===== src/rtl/seg7_pkg.sv =====
// Shared types and constants for the seven-segment scan controller.
// Segment patterns are active-high, bit 0 = segment a.
package seg7_pkg;

  localparam int MAX_DIGITS = 8;
  localparam int SEG_COUNT  = 7;

  localparam int SEG_A = 0;
  localparam int SEG_B = 1;
  localparam int SEG_C = 2;
  localparam int SEG_D = 3;
  localparam int SEG_E = 4;
  localparam int SEG_F = 5;
  localparam int SEG_G = 6;

  // Index 15 is leftmost: F E d C b A 9 8 7 6 5 4 3 2 1 0
  localparam logic [15:0][SEG_COUNT-1:0] SEG_ENC = {
    7'h71, 7'h79, 7'h5E, 7'h39, 7'h7C, 7'h77, 7'h6F, 7'h7F,
    7'h07, 7'h7D, 7'h6D, 7'h66, 7'h4F, 7'h5B, 7'h06, 7'h3F
  };

  typedef struct packed {
    logic [SEG_COUNT-1:0] seg;
    logic                 dp;
  } seg_pat_t;

  typedef enum logic [1:0] {
    SLOT_GAP,
    SLOT_LIT,
    SLOT_DIM
  } slot_phase_e;

  function automatic logic [SEG_COUNT-1:0] hex_to_seg(input logic [3:0] nibble);
    return SEG_ENC[nibble];
  endfunction

  function automatic logic [SEG_COUNT-1:0] apply_pol(input logic [SEG_COUNT-1:0] pat,
                                                     input bit active_low);
    return active_low ? ~pat : pat;
  endfunction

endpackage


===== src/rtl/seg7_hex_decode.sv =====
// Combinational hex nibble to active-high seven-segment pattern.
module seg7_hex_decode
  import seg7_pkg::*;
(
  input  logic [3:0]           nibble,
  output logic [SEG_COUNT-1:0] seg
);

  assign seg = hex_to_seg(nibble);

endmodule


===== src/rtl/seg7_scan_ctrl.sv =====
// Multiplexed seven-segment scanner; values double-buffered to frame boundaries, outputs registered.
// Brightness PWM on the anodes is built only when SEG7_SCAN_DIMMING_EN is defined.
module seg7_scan_ctrl
  import seg7_pkg::*;
#(
  parameter int NUM_DIGITS     = 4,
  parameter int DIV            = 10000,
  parameter int GAP            = 16,
  parameter bit SEG_ACTIVE_LOW = 1'b1,
  parameter bit AN_ACTIVE_LOW  = 1'b1
) (
  input  logic                    clk,
  input  logic                    reset,
  input  logic [4*NUM_DIGITS-1:0] value_i,
  input  logic [NUM_DIGITS-1:0]   dp_i,
  input  logic                    load_i,
  input  logic                    lzb_i,
`ifdef SEG7_SCAN_DIMMING_EN
  input  logic [3:0]              bright_i,
`endif
  output logic [6:0]              seg_o,
  output logic                    dp_o,
  output logic [NUM_DIGITS-1:0]   an_o,
  output logic                    frame_o
);

  localparam int CW = $clog2(DIV);
  localparam int IW = (NUM_DIGITS > 1) ? $clog2(NUM_DIGITS) : 1;
  localparam logic [CW-1:0] CNT_LAST = CW'(DIV - 1);
  localparam logic [CW-1:0] CNT_GAP  = CW'(GAP);
  localparam logic [IW-1:0] IDX_LAST = IW'(NUM_DIGITS - 1);

  if (NUM_DIGITS < 1 || NUM_DIGITS > MAX_DIGITS || GAP < 1 || DIV < GAP + 16) begin : g_bad_params
    $error("seg7_scan_ctrl: illegal parameter combination");
  end

  logic [CW-1:0] cnt;
  logic [IW-1:0] idx;
  logic          last_cnt;
  logic          boundary;

  assign last_cnt = (cnt == CNT_LAST);
  assign boundary = last_cnt && (idx == IDX_LAST);

  always_ff @(posedge clk) begin
    if (!reset) begin
      cnt <= '0;
      idx <= '0;
    end else if (last_cnt) begin
      cnt <= '0;
      idx <= (idx == IDX_LAST) ? '0 : idx + 1'b1;
    end else begin
      cnt <= cnt + 1'b1;
    end
  end

  logic [4*NUM_DIGITS-1:0] shadow_val, active_val;
  logic [NUM_DIGITS-1:0]   shadow_dp, active_dp;
  logic                    pending;

  // A load on the boundary cycle bypasses the shadow so it shows in the very next frame.
  always_ff @(posedge clk) begin
    if (!reset) begin
      shadow_val <= '0;
      shadow_dp  <= '0;
      active_val <= '0;
      active_dp  <= '0;
      pending    <= 1'b0;
    end else begin
      if (load_i) begin
        shadow_val <= value_i;
        shadow_dp  <= dp_i;
      end
      if (boundary) begin
        pending <= 1'b0;
        if (load_i) begin
          active_val <= value_i;
          active_dp  <= dp_i;
        end else if (pending) begin
          active_val <= shadow_val;
          active_dp  <= shadow_dp;
        end
      end else if (load_i) begin
        pending <= 1'b1;
      end
    end
  end

  logic [3:0] sel_nib;
  logic       sel_dp;
  logic       upper_zero;

  // upper_zero: the current digit and every more significant one hold 0.
  always_comb begin
    sel_nib    = 4'h0;
    sel_dp     = 1'b0;
    upper_zero = 1'b1;
    for (int i = 0; i < NUM_DIGITS; i++) begin
      if (IW'(i) == idx) begin
        sel_nib = active_val[4*i +: 4];
        sel_dp  = active_dp[i];
      end
      if (IW'(i) >= idx && active_val[4*i +: 4] != 4'h0) begin
        upper_zero = 1'b0;
      end
    end
  end

  logic [SEG_COUNT-1:0] dec_seg;

  seg7_hex_decode u_hex_decode (
    .nibble (sel_nib),
    .seg    (dec_seg)
  );

  slot_phase_e phase;

`ifdef SEG7_SCAN_DIMMING_EN
  logic [3:0] pwm_pos;
  assign pwm_pos = 4'(cnt - CNT_GAP);
`endif

  always_comb begin
    phase = SLOT_GAP;
    if (cnt >= CNT_GAP) begin
`ifdef SEG7_SCAN_DIMMING_EN
      phase = (pwm_pos <= bright_i) ? SLOT_LIT : SLOT_DIM;
`else
      phase = SLOT_LIT;
`endif
    end
  end

  seg_pat_t              pat;
  logic [NUM_DIGITS-1:0] an_next;

  always_comb begin
    pat.seg = (lzb_i && idx != '0 && upper_zero) ? '0 : dec_seg;
    pat.dp  = sel_dp;
    an_next = '0;
    for (int i = 0; i < NUM_DIGITS; i++) begin
      an_next[i] = (IW'(i) == idx) && (phase == SLOT_LIT);
    end
  end

  always_ff @(posedge clk) begin
    if (!reset) begin
      seg_o   <= apply_pol('0, SEG_ACTIVE_LOW);
      dp_o    <= SEG_ACTIVE_LOW;
      an_o    <= AN_ACTIVE_LOW ? '1 : '0;
      frame_o <= 1'b0;
    end else begin
      seg_o   <= apply_pol(pat.seg, SEG_ACTIVE_LOW);
      dp_o    <= SEG_ACTIVE_LOW ? ~pat.dp : pat.dp;
      an_o    <= AN_ACTIVE_LOW ? ~an_next : an_next;
      frame_o <= boundary;
    end
  end

endmodule

===== config.mk =====
export PLATFORM = sky130hd
export DESIGN_NAME = seg7_scan_ctrl
export DESIGN_NICKNAME = d
export VERILOG_FILES = /design/src/rtl/seg7_pkg.sv /design/src/rtl/seg7_hex_decode.sv /design/src/rtl/seg7_scan_ctrl.sv
export SDC_FILE = /design/constraint.sdc
export NUM_CORES = 1
export LEC_CHECK = 0
export ABC_AREA = 1
export CORE_AREA = 2 2 111 113
export CTS_CLUSTER_DIAMETER = 120
export DETAILED_ROUTE_END_ITERATION = 10
export DIE_AREA = 0 0 113 115
export PLACE_DENSITY = 0.57
export SKIP_LAST_GASP = 1
export SLEW_MARGIN = 20
export SYNTH_ARGS = -nofsm -noshare
export SYNTH_HDL_FRONTEND = slang
export SYNTH_HIERARCHICAL = 1
export SYNTH_SLANG_ARGS = --single-unit

===== constraint.sdc =====
create_clock -name clk -period 2.53 [get_ports clk]
set_input_delay 0.759 -clock clk [delete_from_list [all_inputs] [get_ports clk]]
set_output_delay 0.759 -clock clk [all_outputs]
set_load 0.05 [all_outputs]

==> results of run 1 <==
==> Yosys cell counts <==
| library cell | number |
|---|---|
| sky130_fd_sc_hd__or2_0 | 1 |
| sky130_fd_sc_hd__nand2_1 | 73 |
| sky130_fd_sc_hd__nand3_2 | 1 |
| sky130_fd_sc_hd__nor3_1 | 4 |
| sky130_fd_sc_hd__nand2_2 | 24 |
| sky130_fd_sc_hd__xnor2_1 | 1 |
| sky130_fd_sc_hd__inv_1 | 68 |
| sky130_fd_sc_hd__xor2_1 | 2 |
| sky130_fd_sc_hd__nand3_1 | 22 |
| sky130_fd_sc_hd__clkinv_2 | 1 |
| sky130_fd_sc_hd__nand4_1 | 23 |
| sky130_fd_sc_hd__nor2_2 | 2 |
| sky130_fd_sc_hd__nor2_1 | 65 |
| sky130_fd_sc_hd__o21ai_0 | 35 |
| sky130_fd_sc_hd__a31o_2 | 1 |
| sky130_fd_sc_hd__nor4_1 | 1 |
| sky130_fd_sc_hd__clkbuf_1 | 14 |
| sky130_fd_sc_hd__inv_2 | 2 |
| sky130_fd_sc_hd__o21ai_1 | 1 |
| sky130_fd_sc_hd__ha_1 | 14 |
| sky130_fd_sc_hd__buf_1 | 2 |
| sky130_fd_sc_hd__or2_2 | 23 |
| sky130_fd_sc_hd__a21oi_1 | 14 |
| sky130_fd_sc_hd__buf_6 | 4 |
| sky130_fd_sc_hd__dfxtp_1 | 70 |
| sky130_fd_sc_hd__o211ai_1 | 5 |
| sky130_fd_sc_hd__a22oi_1 | 3 |
| sky130_fd_sc_hd__nor3b_1 | 1 |
| sky130_fd_sc_hd__nor2_4 | 2 |
| sky130_fd_sc_hd__nand4_2 | 1 |
| sky130_fd_sc_hd__buf_4 | 2 |
==> repair_timing <==
| item | 4_1_cts | 5_1_grt |
|---|---|---|
| endpoints found under the setup margin | 0 | 3 |
| setup buffers | 0 | 0 |
| resized for setup | 0 | 1 |
==> cell type report <==
cell class | instances | area share, %
Multi-Input combinational cell | 319 | 39.03
Sequential cell | 70 | 32.47
Timing Repair Buffer | 47 | 10.55
Inverter | 71 | 6.205
Clock buffer | 9 | 5.219
Tap cell | 147 | 4.262
Clock inverter | 7 | 2.262
==> state kept, by name (all words and copies together), names as in the netlist <==
register    count
active_dp       4
idx             2
active_val     16
pending         1
shadow_dp       4
seg_o           7
an_o            4
shadow_val     16
dp_o            1
cnt            14
frame_o         1
==> power by group through the flow <==
stage,sequential (W),clock [W],combinational [W]
5_1_grt,0.00115,0.00145,0.000192
2_1_floorplan,0.00118,0,0.0000859
4_1_cts,0.00114,0.00140,0.000174
6_report,0.00114,0.00137,0.000172
3_3_place_gp,0.00117,0,0.000172
3_5_place_dp,0.00117,0,0.000174
==> kinds of logic (layout without fill, tap and decap cells) <==
family	Yosys count	after routing	share of synthesized area, %
compound gates	59	59	9.186
xor+xnor	3	3	0.7566
fa+ha+maj	14	14	5.043
buf+inv	93	134	11.17
flops	70	70	40.35
simple gates	243	243	33.50
==> metrics by stage <==
stage / total power, W / util [%] / area [µm²] / hold slack (ns)
floorplan: 0.001269 / - / 3473 / 0.4299
global placement: 0.001338 / 33.80 / 3993 / 0.4419
detailed placement: 0.001341 / 33.80 / 3993 / 0.4496
CTS: 0.002719 / 36.54 / 4315 / 0.4629
global route: 0.002786 / 36.54 / 4315 / 0.4913
finish: 0.002681 / 36.54 / 4315 / 0.4600
==> routing by layer <==
layer  track usage [%]  part of all wire (%)  vias to the layer above
met5                 0                     0                        -
met4             4.472                   1.5                        0
met3             2.741                   3.8                        9
met2             20.28                    44                       59
met1             16.57                    50                     1279
li1                  -                     -                     1588
==> worst paths after layout <==
check                      startpoint                  end  slack (ns)
setup reg to reg  idx[1]$_SDFFE_PN0N_  seg_o[3]$_SDFF_PN1_        0.19
setup / recovery  idx[1]$_SDFFE_PN0N_  seg_o[3]$_SDFF_PN1_        0.19
hold / removal      cnt[0]$_SDFF_PP0_    cnt[0]$_SDFF_PP0_        0.46
hold reg to reg     cnt[0]$_SDFF_PP0_    cnt[0]$_SDFF_PP0_        0.46
==> results summary, run 1 <==
The total of fill cells in the finished design is around 1200. The sequential power share came out at a little over two fifths. The data required time of the critical path is ~2.7 ns. The portion of total power attributed to the clock network came out at 51.0%. Counting every net in the synthesized netlist gives 520.

Setup slack on the critical path of the routed design comes to 0.1862 ns. The clock reaches the later pin of the worst-skew pair after around 0.33 ns. The number of remaining DRC errors came out at 5. The worst setup path is launched from a flip-flop. The routed wire length per instance came out at 11.16 µm. The worst max-slew margin expressed relative to the limit came out at about two fifths. The average footprint of a synthesized cell came out at 7.206 µm². Clock tree synthesis found a total of 70 sinks. The post-placement setup slack is slightly below 0.05 ns.

The area used by multi-input combinational logic came out at 1684 µm². Counting along the longest clock path gives a buffer depth of 2. The effective utilization at floorplan is around 29%. Between clock sinks in the finished design, the worst skew comes to between 0.005 and 0.006 ns. The CTS tree is done. The area enclosed by the die boundary is ~13000 µm². The post-route clock period utilization is 92.64%. From left edge to right edge, the die measures about 110 µm. In this design, the stage delay of the slowest critical-path cell is 0.36 ns. The minimum clock period is 2.344 ns. The count of buffering cells on the critical path with inverters included is 3. The clock transition at the registers of the reported paths is approximately 0.06 ns. Leaving out fill and tap cells, the most frequent cell in the layout is sky130_fd_sc_hd__nand2_1.

The number of warnings reported in the yosys synthesis log came out at 6. Compared with the post-synthesis result, the final layout area differs by 24.24%. The slowest stage of the critical path is the sky130_fd_sc_hd__dfxtp_1 cell. The number of buffers created by CTS is 9. The number of hold buffers added after CTS was 0. The endpoint arrival time on the critical path came out at approximately 2.6 ns.

The highest net fanout along the worst path came out at 6. The number of global-route vias before repair is 2877. The sequential cells in the finished layout cover a total of ~1400 µm². The flow ran to the end, but the final reports show violations. Traced cell by cell, the critical path runs through inv_1 -> ha_1 -> inv_1 -> o21ai_0 -> o211ai_1 -> a22oi_1 -> inv_1 -> ha_1 -> nand2_1 -> o21ai_0 -> nand2_1 -> nand2_1 -> nand3_1. The count of cell instances traversed by the critical path came out at 13. The portion of synthesized cell area occupied by the leading cell type came out at a little over 40%. The count of H-tree levels built during CTS came out at 3. The slew at the pin with the worst max-slew slack is approximately 0.89 ns.

The final RePlAce weighted congestion came out at a little under 0.8. Internal power comes to roughly 0.0021 W. The first-pass GRT wire length came out at about 13000 µm. The detailed router placed approximately 2900 vias in this run.

The share of the yosys chip area belonging to registers came out at between 40 and 50%. In the post-synthesis netlist, the biggest area contributors are sky130_fd_sc_hd__dfxtp_1 (40%), sky130_fd_sc_hd__nand2_1 (7.9%), sky130_fd_sc_hd__inv_1 (7.3%). The final cell count without fillers is 670. After the first detailed-routing iteration, the DRC count stood at 76. The repair_antennas step left the layout with diodes totalling 0. The aggregate global-route resource usage came out at about an eighth. sky130_fd_sc_hd__dfxtp_1 takes more of the synthesized area than any other cell. Synthesis produced a netlist whose cell count is 482. Entering global routing, the biggest net connects 23 pins. The gate family responsible for the most delay along the worst path is compound AO/OA/AOI/OAI gates. The number of detailed-route iterations in the first pass is 7.

The final reports fail on DRC. The classification of the worst-slack hold path is flip-flop to flip-flop. The I/O pin count is 37. Setup repair after global routing left no endpoint under its margin. After detailed placement, the design holds a cell count of 654. The share of power burned in combinational logic is 6.4%. Across the VDD grid, the largest voltage drop is roughly 0.38 mV. The leakage power is approximately 1.8 nW. STA classifies the critical path endpoint as a flip-flop. The power per cell area came out at approximately 620 nW/µm².

The placeable core region came out at 11810 µm². The die extent in y came out at approximately 120 µm. Leaving out fill and tap cells, the most frequent cells in the layout are sky130_fd_sc_hd__nand2_1 (73), sky130_fd_sc_hd__dfxtp_1 (70), sky130_fd_sc_hd__inv_1 (67). In this run, synthesis produced a sequential element count of 70.

The total overflow reported by the global router came out at 0. The switching share of power came out at 22.42%. The layout cell share with drive strength beyond 1 is between 10% and 20%.

The net switching power figure came out at 0.0006011 W. The highest attainable clock frequency is ~430 MHz. The half-perimeter wire length after placement came out at approximately 5600 µm. The number of antenna violations at the first check in global routing came out at 0. By startpoint and endpoint, the worst setup path is classified as flip-flop to flip-flop. The total count of max-transition violations in the final report is 0. The final count of hold timing violations came out at 0. The count of nets left with antenna violations once routing finished came out at 0. The number of distinct standard cells referenced by the synthesized netlist came out at 31. The total of endpoints with negative setup slack in the final report came out at 0. The aggregate routed wire length came out at 7478 µm.

CTS placed an instance of sky130_fd_sc_hd__clkbuf_16 at the clock tree root. During placement, the flow inserted port buffers numbering 36. The worst register-to-register path has a depth of 13. In this run the cell area of the synthesized design comes to around 3500 µm². Across the run, the number of max-cap violations was 0.

The ratio of routed vias to standard cells is approximately 4.4. The worst hold path depth came out at 1. The net count of the finished layout is ~560. The setup TNS came out at 0 ns. The number of placement rows came out at 40.
No activity file was read; power rests on OpenSTA's default activity.
==> inputs of run 2 (changes only) <==
RECOVER_POWER = 25   (was unset)
==> run 2 against run 1 <==
The run still ends with DRC left. Critical endpoint unchanged. Utilization down 0.053 points. Wire length is essentially flat. Hold slack about the same. Clock skew about the same. Largest cell class unchanged. Flip-flop and latch count stayed put. Sequential power about the same. Via count increased by 0.17%. Combinational power about the same. First-iteration DRC count increased by 1.3%. Critical path type unchanged. Non-clock buffer count is the same. Final cell count is the same.
==> results summary, run 2 (synthesis gave the netlist of run 1 again) <==
The total of fill cells in the finished design came to 1236 (was 1233). The aggregate routed wire length was 7475 µm (was 7478 µm). The highest attainable clock frequency is 426.8 MHz (was 426.7 MHz). The placeable core region is 11810 µm² (unchanged). The setup TNS is 0 ns (unchanged). The sort of element at the start of the critical path was a flip-flop (unchanged).

The number of buffers created by CTS is 9 (unchanged). The data required time of the critical path is 2.73 ns (about the same). The total via count in the routed design came to 2940 (was 2935). The clock transition at the registers of the reported paths is 0.06 ns (about the same). The I/O pin count came out at 37 (unchanged).

The post-CTS setup-driven buffer insertion count was 0 (unchanged). The pin count of the biggest net entering global routing was 23 (unchanged). Commonest cells after routing, fill and taps aside: sky130_fd_sc_hd__nand2_1 (74), sky130_fd_sc_hd__dfxtp_1 (70), sky130_fd_sc_hd__inv_1 (67) (was sky130_fd_sc_hd__nand2_1 (73), sky130_fd_sc_hd__dfxtp_1 (70), sky130_fd_sc_hd__inv_1 (67)). The critical path endpoint category was a flip-flop (unchanged). The count of hold-fix buffers inserted at cts came out at 0 (unchanged). The final RePlAce weighted congestion is 0.7945 (unchanged). The aggregate global-route resource usage was 12.54% (unchanged). The post-CTS resize count is 0 (unchanged).

The number of remaining DRC errors came to 5 (unchanged). Setup repair after global routing missed its margin: false (unchanged). The number of global-route vias before repair came to 2877 (unchanged). The type of the setup path with the least slack is flip-flop to flip-flop (unchanged). The number of placement rows is 40 (unchanged). The classification of the worst-slack hold path is flip-flop to flip-flop (unchanged). The overall die width was 113 µm (unchanged).

The count of H-tree levels built during CTS is 3 (unchanged). The worst-skew pair later-pin latency is 0.33 ns (about the same). The minimum clock period came out at 2.343 ns (was 2.344 ns).

The power per cell area came out at 621.8 nW/µm² (was 621.2 nW/µm²). The total of endpoints with negative setup slack in the final report came out at 0 (unchanged). The sink count of the clock tree is 70 (unchanged). The routed wire length per instance is 11.16 µm (about the same). The total overflow reported by the global router is 0 (unchanged).

The quantity of I/O buffers inserted on ports is 36 (unchanged). The post-placement setup slack is 0.04929 ns (unchanged). The half-perimeter wire length after placement came to 5573 µm (unchanged).

The final worst clock skew came to 0.005317 ns (was 0.005218 ns). Result of the run: complete, but fails checks (unchanged). The synthesis-to-finish area growth came out at 24.06% (was 24.24%). The leakage power came out at 1.780 nW (was 1.784 nW). The cell area after placement came out at 3993 µm² (unchanged). The post-route worst setup slack came out at 0.1868 ns (was 0.1862 ns). The number of inserted diodes came out at 0 (unchanged).

The area enclosed by the die boundary came to 13000 µm² (unchanged). The number of detailed-route iterations in the first pass came to 7 (unchanged). Largest registers: active_val: 16 flops, shadow_val: 16 flops, cnt: 14 flops (unchanged). The worst max-slew margin expressed relative to the limit is 40.00% (about the same). The largest vdd supply drop is 0.3988 mV (was 0.3809 mV). The layout cell share with drive strength beyond 1 is 15.87% (was 16.25%). The total count of max-transition violations in the final report came out at 0 (unchanged). The die extent in y came to 115 µm (unchanged). The post-route clock period utilization was 92.62% (was 92.64%). The reported max-cap violation count is 0 (unchanged). Violated checks: DRC (unchanged). The buffer cell driving the clock tree root was sky130_fd_sc_hd__clkbuf_16 (unchanged). The first-pass GRT wire length is 13230 µm (unchanged).

The number of antenna violations at the first check in global routing came out at 0 (unchanged). The highest net fanout along the worst path was 6 (unchanged). The CTS tree is done (unchanged). The initial detailed-routing violation count came out at 77 (was 76). The net count of the finished layout came out at 556 (unchanged). The ratio of routed vias to standard cells came out at 4.388 (was 4.381). The most common cell after layout, fill and taps aside is sky130_fd_sc_hd__nand2_1 (unchanged). The antenna violation net count after detailed routing came out at 0 (unchanged). The final design area excluding fillers was 4309 µm² (was 4315 µm²). The endpoint arrival time on the critical path is 2.55 ns (about the same).

The slew at the pin with the worst max-slew slack is 0.8906 ns (about the same). The number of buffers on the longest clock path is 2 (unchanged). The final count of hold timing violations was 0 (unchanged). The effective utilization at floorplan came out at 29.41% (unchanged).
==> run 2: changes by cell type in the layout (fill, tap and decap cells not counted), sizes merged <==
cell,delta
buf,-1
clkdlybuf4s50,-1
clkbuf,+1
dlygate4sd3,+1
==> run 2: routing by layer <==
metal / global-route usage, % / up-vias / share of wire [%]
li1: - / 1588 / -
met1: 16.57 / 1280 / 50
met3: 2.741 / 9 / 3.9
met4: 4.472 / 0 / 1.5
met5: 0 / - / 0
met2: 20.28 / 63 / 44
==> run 2: worst max-delay path, stage by stage (launching register included) <==
cell and delay [ns]:
sky130_fd_sc_hd__dfxtp_1 0.36, sky130_fd_sc_hd__inv_1 0.12, sky130_fd_sc_hd__ha_1 0.17, sky130_fd_sc_hd__inv_1 0.11, sky130_fd_sc_hd__o21ai_0 0.25, sky130_fd_sc_hd__o211ai_1 0.15
sky130_fd_sc_hd__a22oi_1 0.23, sky130_fd_sc_hd__inv_1 0.14, sky130_fd_sc_hd__ha_1 0.30, sky130_fd_sc_hd__nand2_1 0.06, sky130_fd_sc_hd__o21ai_0 0.12, sky130_fd_sc_hd__nand2_1 0.07
sky130_fd_sc_hd__nand2_1 0.07, sky130_fd_sc_hd__nand3_1 0.06
==> run 2: where the power goes <==
part	internal (W)	total, W	switching [W]
Clock	0.000866	0.00137	0.000500
Combinational	0.0000787	0.000171	0.0000919
Sequential	0.00113	0.00114	0.00000860
==> run 2: metrics by stage <==
step	hold slack [ns]	total power (W)	cells	utilization (%)
after detailed placement	0.4496	0.001341	654	33.80
after floorplan	0.4299	0.001269	482	-
after CTS	0.4629	0.002719	670	36.54
after global placement	0.4419	0.001338	654	33.80
final	0.4599	0.002680	670	36.48
after global routing	0.4913	0.002786	670	36.48
==> run 2: area by class of cell <==
class / instances / area [µm²] / share of cell area [%]
Clock inverter: 7 / 97.59 / 2.265
Clock buffer: 9 / 225.2 / 5.226
Sequential cell: 70 / 1401 / 32.52
Timing Repair Buffer: 47 / 451.7 / 10.48
Inverter: 71 / 267.8 / 6.214
Multi-Input combinational cell: 319 / 1682 / 39.02
Tap cell: 147 / 183.9 / 4.268
==> run 2: worst paths after layout <==
path                            start  depth (start not counted)  slack, ns                   to
hold reg to reg     cnt[0]$_SDFF_PP0_                          1       0.46    cnt[0]$_SDFF_PP0_
setup reg to reg  idx[1]$_SDFFE_PN0N_                         13       0.19  seg_o[3]$_SDFF_PN1_
setup / recovery  idx[1]$_SDFFE_PN0N_                         13       0.19  seg_o[3]$_SDFF_PN1_
hold / removal      cnt[0]$_SDFF_PP0_                          1       0.46    cnt[0]$_SDFF_PP0_
==> inputs of run 3 (changes only) <==
CTS_CLUSTER_SIZE = 10   (was unset)
==> results of run 3 <==
The final DEF is identical to that of run 2; final timing and power are the same.
